File: src/rtl/reg_file_8x8.sv
// reg_file_8x8: 8-entry x 8-bit register file feeding the ALU operands.
//   - Two combinational read ports (OUT1 -> ALU DATA1, OUT2 -> ALU DATA2).
//   - One synchronous write port (ALU RESULT returns on IN).
//   - VALID_MASK flags every register written since the last reset.
//   - Asynchronous active-low RESET clears storage and valid mask at once.
// Optional build macro: REGFILE_BYPASS_EN
//   When defined, a read port whose address matches INADDRESS during an
//   active write shows IN (and valid=1) combinationally, before the edge.
//   When undefined, read ports show stored contents only.
module reg_file_8x8 #(
    parameter int DATA_WIDTH = 8,
    parameter int ADDR_WIDTH = 3
) (
    input  logic                       CLK,
    input  logic                       RESET,
    input  logic [DATA_WIDTH-1:0]      IN,
    input  logic [ADDR_WIDTH-1:0]      INADDRESS,
    input  logic                       WRITE,
    input  logic [ADDR_WIDTH-1:0]      OUT1ADDRESS,
    input  logic [ADDR_WIDTH-1:0]      OUT2ADDRESS,
    output logic [DATA_WIDTH-1:0]      OUT1,
    output logic [DATA_WIDTH-1:0]      OUT2,
    output logic                       OUT1_VALID,
    output logic                       OUT2_VALID,
    output logic [(2**ADDR_WIDTH)-1:0] VALID_MASK
);

    localparam int DEPTH = 2 ** ADDR_WIDTH;

    // Storage and per-register written-since-reset flags.
    logic [DATA_WIDTH-1:0] r_regs [DEPTH];
    logic [DEPTH-1:0]      r_valid;

    // Qualified write strobe and its one-hot register select.
    logic                  w_wr_en;
    logic [DEPTH-1:0]      w_wr_sel;

    // Raw stored values seen by each read port before any bypass.
    logic [DATA_WIDTH-1:0] w_rd1_data;
    logic [DATA_WIDTH-1:0] w_rd2_data;
    logic                  w_rd1_vld;
    logic                  w_rd2_vld;

    // Qualify WRITE: an unknown or low strobe is treated as no write.
    // The if-form sends X down the else path in simulation.
    always_comb begin
        w_wr_en = 1'b0;
        if (WRITE) begin
            w_wr_en = 1'b1;
        end
    end

    // Decode the write address into a one-hot register select.
    always_comb begin
        w_wr_sel = '0;
        for (int i = 0; i < DEPTH; i++) begin
            if (w_wr_en && (INADDRESS == ADDR_WIDTH'(i))) begin
                w_wr_sel[i] = 1'b1;
            end
        end
    end

    // Each register captures IN on its select; reset clears it immediately.
    // A write coinciding with reset is lost because the reset branch wins.
    for (genvar g = 0; g < DEPTH; g++) begin : g_reg
        always_ff @(posedge CLK or negedge RESET) begin
            if (!RESET) begin
                r_regs[g]  <= '0;
                r_valid[g] <= 1'b0;
            end else if (w_wr_sel[g]) begin
                r_regs[g]  <= IN;
                r_valid[g] <= 1'b1;
            end
        end
    end

    // Stored-content read muxes for both ports.
    always_comb begin
        w_rd1_data = r_regs[OUT1ADDRESS];
        w_rd2_data = r_regs[OUT2ADDRESS];
        w_rd1_vld  = r_valid[OUT1ADDRESS];
        w_rd2_vld  = r_valid[OUT2ADDRESS];
    end

`ifdef REGFILE_BYPASS_EN
    // Forward the in-flight write to any port reading the same register.
    // Gated by RESET so the ports still read 0 while reset is held.
    always_comb begin
        OUT1       = w_rd1_data;
        OUT2       = w_rd2_data;
        OUT1_VALID = w_rd1_vld;
        OUT2_VALID = w_rd2_vld;
        if (RESET && w_wr_en && (OUT1ADDRESS == INADDRESS)) begin
            OUT1       = IN;
            OUT1_VALID = 1'b1;
        end
        if (RESET && w_wr_en && (OUT2ADDRESS == INADDRESS)) begin
            OUT2       = IN;
            OUT2_VALID = 1'b1;
        end
    end
`else
    // Read ports show stored contents only; a same-cycle write is seen
    // after the edge.
    always_comb begin
        OUT1       = w_rd1_data;
        OUT2       = w_rd2_data;
        OUT1_VALID = w_rd1_vld;
        OUT2_VALID = w_rd2_vld;
    end
`endif

    // Expose the whole valid mask; bit i belongs to register i.
    always_comb begin
        VALID_MASK = r_valid;
    end

endmodule
File: config.mk
export PLATFORM = sky130hd
export DESIGN_NAME = reg_file_8x8
export DESIGN_NICKNAME = d
export VERILOG_FILES = /design/src/rtl/reg_file_8x8.sv
export SDC_FILE = /design/constraint.sdc
export NUM_CORES = 1
export LEC_CHECK = 0
export ABC_AREA = 1
export CORE_MARGIN = 2
export CORE_UTILIZATION = 56
export CTS_BUF_LIST = sky130_fd_sc_hd__clkbuf_16
export CTS_CLUSTER_SIZE = 40
export DETAILED_ROUTE_END_ITERATION = 6
export PLACE_DENSITY = 0.79
export SYNTH_ARGS = -nofsm -noshare
export SYNTH_HDL_FRONTEND = slang
export SYNTH_SLANG_ARGS = --single-unit
File: constraint.sdc
create_clock -name CLK -period 1.4 [get_ports CLK]
set_clock_uncertainty 0.05 [all_clocks]
set_input_delay 0.21 -clock CLK [delete_from_list [all_inputs] [get_ports CLK]]
set_output_delay 0.21 -clock CLK [all_outputs]
set_load 0.02 [all_outputs]
==> results by stage, run 1 <==
Status:
- The flow ran to the end, but the final reports show violations.
- The final reports fail on setup timing.

Critical path:
- The largest delay contributor family on the critical path is buffers and inverters.
- The largest incremental delay on the critical path is 0.31 ns.
- The destination of the worst register-to-register timing path is r_regs[47].
- Of all nets on the critical path, the largest fanout is 8.
- The cell repeated most along the worst path is nand2_1.
- STA classifies the critical path startpoint as an input pin.
- The slack of the worst reg-to-reg path is 0.47 ns.
- The critical path is of the in2out type.
- The number of cells on the worst reg-to-reg path is 4.
- The sum of buffers and inverters on the critical path is 4.
- The critical register-to-register path startpoint is r_regs[47].
- The data required time of the worst path is around 1.1 ns.
- The cell with the largest stage delay on the worst path is dlygate4sd2_1.
- At the worst endpoint, the arrival time is 1.32 ns.
- STA classifies the critical path endpoint as a primary output.
- Walking the worst path, the cells encountered are dlygate4sd2_1, inv_2, buf_4, nand3_2, nand2_2, nand2_1, nand2_1, buf_6.

Routing:
- The final antenna-violating net count is 0.
- The count of unresolved DRC violations after routing is 0.
- The pre-antenna-repair detailed-routing pass consisted of 5 iterations.
- For this block, the initial DRC count from the detailed router was 545.
- The total routed wire length on the met1 layer is 5530 µm.
- The routed layout has 4929 vias.
- The routed design has 15100 µm of wire.
- The uppermost layer routed is met4.
- Dividing the detail-routed wire length by the instance count gives 17.6 µm.
- The routed wire length on met2 is 7070 µm.
- Dividing the detail-routed via count by the number of cells gives 5.75.
- The detailed route wirelength on metal3 is 1430 µm.

GRT:
- The wire length of the first global-routing pass is 22800 µm.
- For this run the aggregate overflow at the end of global routing stands at 0.
- The overall fraction of global-route tracks in use is 35.0%.
- The via count of the first global-routing pass is 4613.
- The number of antenna violations at the first check in global routing came to 0.
- Entering global routing, the biggest net connects 73 pins.

STA:
- The max-slew violation total from the final report is 0.
- The final count of hold timing violations was 0.
- The routed design could run at a clock period as short as 1.58 ns.
- The fmax is 634 MHz.
- The setup violation total in the final timing report is 18.
- The remaining max-slew budget at the tightest pin is about three quarters.
- The worst-case hold slack is 0.386 ns.
- The post-route clock period utilization is 113%.
- After layout, the worst setup slack is -0.176 ns.
- The slew at the pin closest to its max-slew limit is 0.381 ns.
- Setup repair after global routing could not meet its margin everywhere.

CTS:
- The H-tree generated during clock tree synthesis spans 3 levels.
- The clock tree from TritonCTS is built.
- The root cell of the clock tree is clkbuf_16.
- In this run, CTS created clock tree buffers numbering 9.
- The TritonCTS sink count is between 70 and 80.
- The later pin in the worst-skew pair is clocked with a latency of 0.33 ns.
- The largest buffer count on any clock path is 2.
- After clock tree synthesis, the clock-pin slew on the worst setup and hold paths is 0.06 ns.

Die:
- The row count is 32.
- Measured along the x axis, the die boundary spans 92.0 µm.
- The vertical die dimension is about 90 µm.
- The die covers around 8500 µm².
- After floorplanning, the core was sized to cover approximately 7600 µm².
- The initial core utilization is a little under three fifths.
- The number of I/O pins is 46.

Placement:
- The global placer's final weighted congestion is 0.963.
- The post-DP HPWL is 9190 µm.
- After detailed placement, the design holds a cell count of 811.
- The number of port buffers is 45.

Yosys:
- Synthesis handed over a netlist of 648 instances.
- The net count of the mapped netlist is 668.
- Sequential cells were found to cover 41.6% of the synthesized design area.
- The post-synthesis average cell area is 6.69 µm².
- The count of warnings emitted by yosys is 0.
- The leading register cell type out of synthesis is dfrtp_1.
- The cell accounting for the most synthesized area is dfrtp_1.
- The proportion of register bits with asynchronous set or reset after synthesis is 100%.
- Ranked by total cell area, the synthesized netlist is headed by dfrtp_1, nand2_1, nand3_1, inv_1, o21ai_2.
- The most common cell in the netlist is nand2_1.
- By count the netlist is led by nand2_1, inv_1, dfrtp_1, nand3_1, o21ai_1.
- The number of flops mapped to enable cells by yosys is 0.
- The share of synthesized area in the top cell type comes to around two fifths.
- Synthesis inferred 72 register bits.
- The distinct cell type count after synthesis is 17.
- The mapped netlist covers 4330 µm².

Layout:
- At the end of the flow the core is filled with cells to 79.8%.
- In the final design database the tool counted 770 nets.
- 0 antenna diodes ended up in the layout.
- The share of post-route cells with drive strength above 1 is approximately 39%.
- The number of standard cells in the layout, taps in and fillers out is around 860.
- The area overhead of the layout relative to synthesis is 40.1%.

Pwr:
- The post-layout total power is between 7 and 8 mW.
- The worst-case IR drop observed on VDD is 0.782 mV.
- The total power density per cell area is 1200 nW/µm².
- The static leakage is 3.22 nW.

Worst hold path:
- The path type of the worst min-delay path is in2async.

Flow run:
- The tool flagged a number of max-cap violations equal to 0.
[power breakdown]
group          total [mW]  internal (mW)  leakage [nW]  switching, mW
Sequential           2.67           2.43         0.872          0.235
Clock                2.25           1.36         0.144          0.884
Combinational        2.34          0.971          2.21           1.37
[stage by stage]
step / setup WS, ns / area [µm²] / setup TNS [ns]
3_3_place_gp: -0.813 / 5190 / -20.08
2_1_floorplan: 0.137 / 4330 / 0
4_1_cts: -0.157 / 5690 / -2.05
6_report: -0.176 / 6070 / -2.48
3_5_place_dp: -0.823 / 5190 / -22.96
5_1_grt: -0.248 / 6070 / -3.36
[layout make-up]
cell class                      instances  area (µm²)
Clock inverter                          7        63.8
Fill cell                             481        1540
Inverter                               90         338
Multi-Input combinational cell        456        2300
Clock buffer                            9         225
Tap cell                              102         128
Timing Repair Buffer                  121        1220
Sequential cell                        72        1800
[placed cells by master (no fill, tap or decap), types with 9 or more instances in the layout]
cell type / synthesis / routed
clkbuf_16: 0 / 9
buf_12: 0 / 11
nand3_2: 1 / 32
o21ai_1: 30 / 30
o21ai_0: 17 / 17
o21ai_2: 18 / 18
nand2_2: 7 / 62
nand2_1: 306 / 250
inv_1: 84 / 27
clkdlybuf4s50_1: 0 / 13
dfrtp_1: 72 / 72
buf_4: 5 / 57
inv_2: 4 / 63
nand3_1: 72 / 41
buf_6: 6 / 23
[how the worst max path moves through the flow]
stage / from / end / slack, ns / depth (start not counted)
6_report: OUT1ADDRESS[1] / OUT1[3] / -0.18 / 8
5_1_grt: r_regs[40] / OUT2[0] / -0.25 / 7
4_1_cts: r_regs[51] / OUT1[3] / -0.16 / 7
3_5_place_dp: OUT1ADDRESS[0] / OUT1[3] / -0.82 / 9
3_3_place_gp: OUT1ADDRESS[1] / OUT1[5] / -0.81 / 7
2_1_floorplan: OUT1ADDRESS[1] / OUT1[6] / 0.14 / 7
[worst min-delay path, stage by stage]
cell and delay (ns):
dlygate4sd3_1 0.52, buf_2 0.12, buf_12 0.33
[what timing repair did]
| item | CTS | global route |
|---|---|---|
| setup endpoints to repair | 26 | 23 |
| cloned | 2 | 0 |
| gates resized for setup | 181 | 112 |
| endpoints found under the hold margin | 72 | 0 |
| hold buffers | 1 | 0 |
| pin swaps | 44 | 62 |
| setup buffers | 9 | 18 |
[per-layer routing]
| layer | vias up | track usage [%] |
|---|---|---|
| met5 | - | 0 |
| li1 | 2194 | - |
| met2 | 360 | 58.2 |
| met4 | 0 | 18.2 |
| met3 | 109 | 8.05 |
| met1 | 2266 | 42.6 |
[cells by family after synthesis]
logic type      count (synthesis)  synth area share (%)
buf+inv                       120                  12.3
flops                          72                  41.6
compound gates                 65                  9.07
simple gates                  391                  37.0
[sequential cells by signal, indices dropped and copies added, names as in the netlist]
name	cells
VALID_MASK	8
r_regs	64
Note: power is estimated with default switching activity, not from simulation.
==> run 2, diff against run 1 <==
SETUP_SLACK_MARGIN = 0.05   (was unset)
==> run 2 against run 1 <==
Largest cell class unchanged. The run still ends with setup timing left. Via count increased by 0.14%. Die area unchanged. Flip-flop and latch count unchanged. Worst setup slack got worse by 0.0087 ns. Largest power group unchanged.
==> results by stage, run 2 (synthesis gave the netlist of run 1 again) <==
Critical path:
- The cell with the largest stage delay on the worst path is dfrtp_1 (was dlygate4sd2_1).
- Cell-by-cell listing of the critical path: inv_1, nand2_1, nand3_1, nand2_1, nand2_1, nand2_1, buf_6 (was dlygate4sd2_1, inv_2, buf_4, nand3_2, nand2_2, nand2_1, nand2_1, buf_6).
- The data required time of the worst path came to 1.14 ns (about the same).
- The type of element capturing the critical path is a primary output (unchanged).
- The nature of the critical path startpoint is a flop (was input pin).
- The biggest fanout along the worst timing path came to 2 (was 8).
- The launch point of the critical path is r_regs[31] (was OUT1ADDRESS[1]).
- The critical register-to-register path startpoint is VALID_MASK[2] (was r_regs[47]).
- The endpoint of the most critical setup path is OUT2[7] (was OUT1[3]).
- The slack of the worst reg-to-reg path is 0.47 ns (about the same).
- The number of cells on the worst reg-to-reg path was 4 (unchanged).
- The largest incremental delay on the critical path is 0.38 ns (was 0.31 ns).
- The classification of the worst setup path is reg2out (was in2out).
- The data arrival time of the worst path is 1.32 ns (about the same).
- The destination of the worst register-to-register timing path is VALID_MASK[2] (was r_regs[47]).
- The cell repeated most along the worst path is nand2_1 (unchanged).

Layout:
- The area taken by flip-flops and latches is 1800 µm² (unchanged).
- The number of standard cells in the layout, taps in and fillers out is 857 (unchanged).
- Top library cells by usage in the layout, fill and taps aside: nand2_1, dfrtp_1, inv_2 (unchanged).
- The share of post-route cells with drive strength above 1 came to 39.3% (was 39.2%).
- The number of inserted diodes is 0 (unchanged).
- The area overhead of the layout relative to synthesis is 40.4% (was 40.1%).
- The leading cell type in the layout, fill and taps excluded was nand2_1 (unchanged).
- The final non-filler cell area was 6080 µm² (was 6070 µm²).
- The largest register by flop count was r_regs (unchanged).
- The end-of-flow core utilization is 80.0% (was 79.8%).
- The total of fill cells in the finished design is 480 (was 481).
- The combined area of the multi-input logic cells is 2300 µm² (unchanged).
- The net count of the finished layout is 770 (unchanged).
- The flip-flop count of the largest register after layout was 64 (unchanged).

Routing:
- The wire length per cell after detailed routing is 17.6 µm (about the same).
- The via density per instance is 5.76 (was 5.75).
- The number of vias after detailed routing was 4936 (was 4929).
- The DRC marker count from the first detailed-route iteration is 467 (was 545).
- The first-pass iteration count of the detailed router came to 5 (unchanged).
- The final antenna-violating net count came to 0 (unchanged).
- The total detailed-routing wirelength is 15000 µm (was 15100 µm).
- The count of unresolved DRC violations after routing was 0 (unchanged).

Placement:
- The post-DP HPWL is 9190 µm (unchanged).
- The global placer's final weighted congestion is 0.963 (unchanged).
- The worst setup timing slack at the placement stage is -0.823 ns (unchanged).
- The post-placement cell count was 811 (unchanged).
- The placed standard-cell area is 5190 µm² (unchanged).
- The number of port buffers was 45 (unchanged).

CTS:
- The TritonCTS sink count is 72 (unchanged).
- The number of buffers added by the clock tree synthesis step was 9 (unchanged).
- The H-tree level count was 3 (unchanged).
- The clock latency on the worst-skew pair came to 0.33 ns (about the same).
- The root cell of the clock tree is clkbuf_16 (unchanged).
- The clock tree from TritonCTS is built (unchanged).
- The largest buffer count on any clock path was 2 (unchanged).
- The clock input transition at the sequential cells of the worst setup and hold paths came to 0.06 ns (about the same).

STA:
- Unrepaired setup endpoints after global routing: true (unchanged).
- The max-slew violation total from the final report is 0 (unchanged).
- The setup violation total in the final timing report came to 18 (unchanged).
- The minimum clock period after layout is 1.58 ns (about the same).
- The remaining max-slew budget at the tightest pin came to 74.4% (was 74.6%).
- The fmax is 631 MHz (was 634 MHz).
- The final count of hold timing violations is 0 (unchanged).
- The post-route clock period utilization was 113% (about the same).
- The post-route worst setup slack is -0.185 ns (was -0.176 ns).
- The slew at the pin closest to its max-slew limit was 0.385 ns (was 0.381 ns).

GRT:
- The residual overflow from global routing was 0 (unchanged).
- The via count of the first global-routing pass came to 4601 (was 4613).
- The largest net degree at the start of global routing came to 73 (unchanged).
- The number of antenna violations at the first check in global routing is 0 (unchanged).
- The overall fraction of global-route tracks in use was 35.0% (about the same).
- The wire length of the first global-routing pass is 22700 µm (was 22800 µm).

Worst hold path:
- The path type of the worst min-delay path is in2async (unchanged).

Die:
- The die outline area is 8460 µm² (unchanged).
- The initial core utilization is 57.0% (unchanged).
- The width of the die was 92.0 µm (unchanged).
- The core area is 7610 µm² (unchanged).
- The number of I/O pins came to 46 (unchanged).
- The vertical die dimension was 92.0 µm (unchanged).
- The row count is 32 (unchanged).

Pwr:
- The static leakage is 3.22 nW (about the same).
- The maximum ir drop on the vdd rail was 0.778 mV (was 0.782 mV).
- The sequential fraction of design power is 36.8% (about the same).
- The switching power came to 2.49 mW (about the same).
- The cell-internal power is 4.77 mW (about the same).
- The relative contribution of combinational cells to total power is 32.2% (about the same).
- The switching share of power is 34.3% (about the same).
- The clock network fraction of total power came to 31.0% (about the same).
- The total power density per cell area is 1190 nW/µm² (was 1200 nW/µm²).

Status:
- Violations in the final reports: setup timing (unchanged).
- Run status: finished, violations left (unchanged).

Flow run:
- The max capacitance violation total is 0 (unchanged).
[run 2: final cells by class]
class | count | area share (%)
multi-input combinational | 456 | 37.8
sequential | 72 | 29.6
timing repair buffer | 121 | 20.2
inverter | 90 | 5.55
clock buffer | 9 | 3.70
tap | 102 | 2.10
clock inverter | 7 | 1.05
[run 2: metrics by stage]
step	hold slack [ns]	total power [mW]	TNS, ns
floorplan	-0.136	3.77	0
CTS	0.400	6.87	-2.04
detailed placement	0.219	4.44	-22.96
finish	0.384	7.26	-2.52
global placement	0.216	4.37	-20.08
global route	0.440	7.59	-3.26
[run 2: worst max-delay path, delay by kind of cell, from the launching register on]
kind | cells | cell delay (ns)
buf+inv | 2 | 0.25
flops | 1 | 0.38
simple gates | 5 | 0.35
[run 2: worst min-delay path by stage]
| stage | slack (ns) | start | depth (start not counted) | end |
|---|---|---|---|---|
| 2_1_floorplan | -0.14 | RESET | 0 | VALID_MASK[0] |
| 3_3_place_gp | 0.22 | RESET | 2 | r_regs[3] |
| 3_5_place_dp | 0.22 | RESET | 2 | r_regs[3] |
| 4_1_cts | 0.40 | RESET | 3 | r_regs[3] |
| 5_1_grt | 0.44 | RESET | 3 | r_regs[19] |
| 6_report | 0.38 | RESET | 3 | r_regs[2] |
[run 2: per-layer routing]
metal  wire length [µm]  up-vias  track usage [%]
met3               1440      109             7.48
li1                   -     2192                -
met1               5580     2277             42.8
met5                  0        -                0
met2               6970      358             58.2
met4               1050        0             18.2
[run 2: repair_timing]
action / 4_1_cts / 5_1_grt
hold buffers: 1 / 0
gates cloned: 2 / 0
gates resized for setup: 192 / 112
setup endpoints to repair: 26 / 22
pin swaps: 44 / 62
hold endpoints to repair: 72 / 0
buffers inserted: 9 / 18
[run 2: power by group through the flow]
stage / Sequential, mW / Combinational, mW / Clock, mW
6_report: 2.67 / 2.34 / 2.25
5_1_grt: 2.70 / 2.53 / 2.36
4_1_cts: 2.64 / 1.98 / 2.26
3_5_place_dp: 2.64 / 1.79 / 0
3_3_place_gp: 2.63 / 1.73 / 0
2_1_floorplan: 2.59 / 1.17 / 0
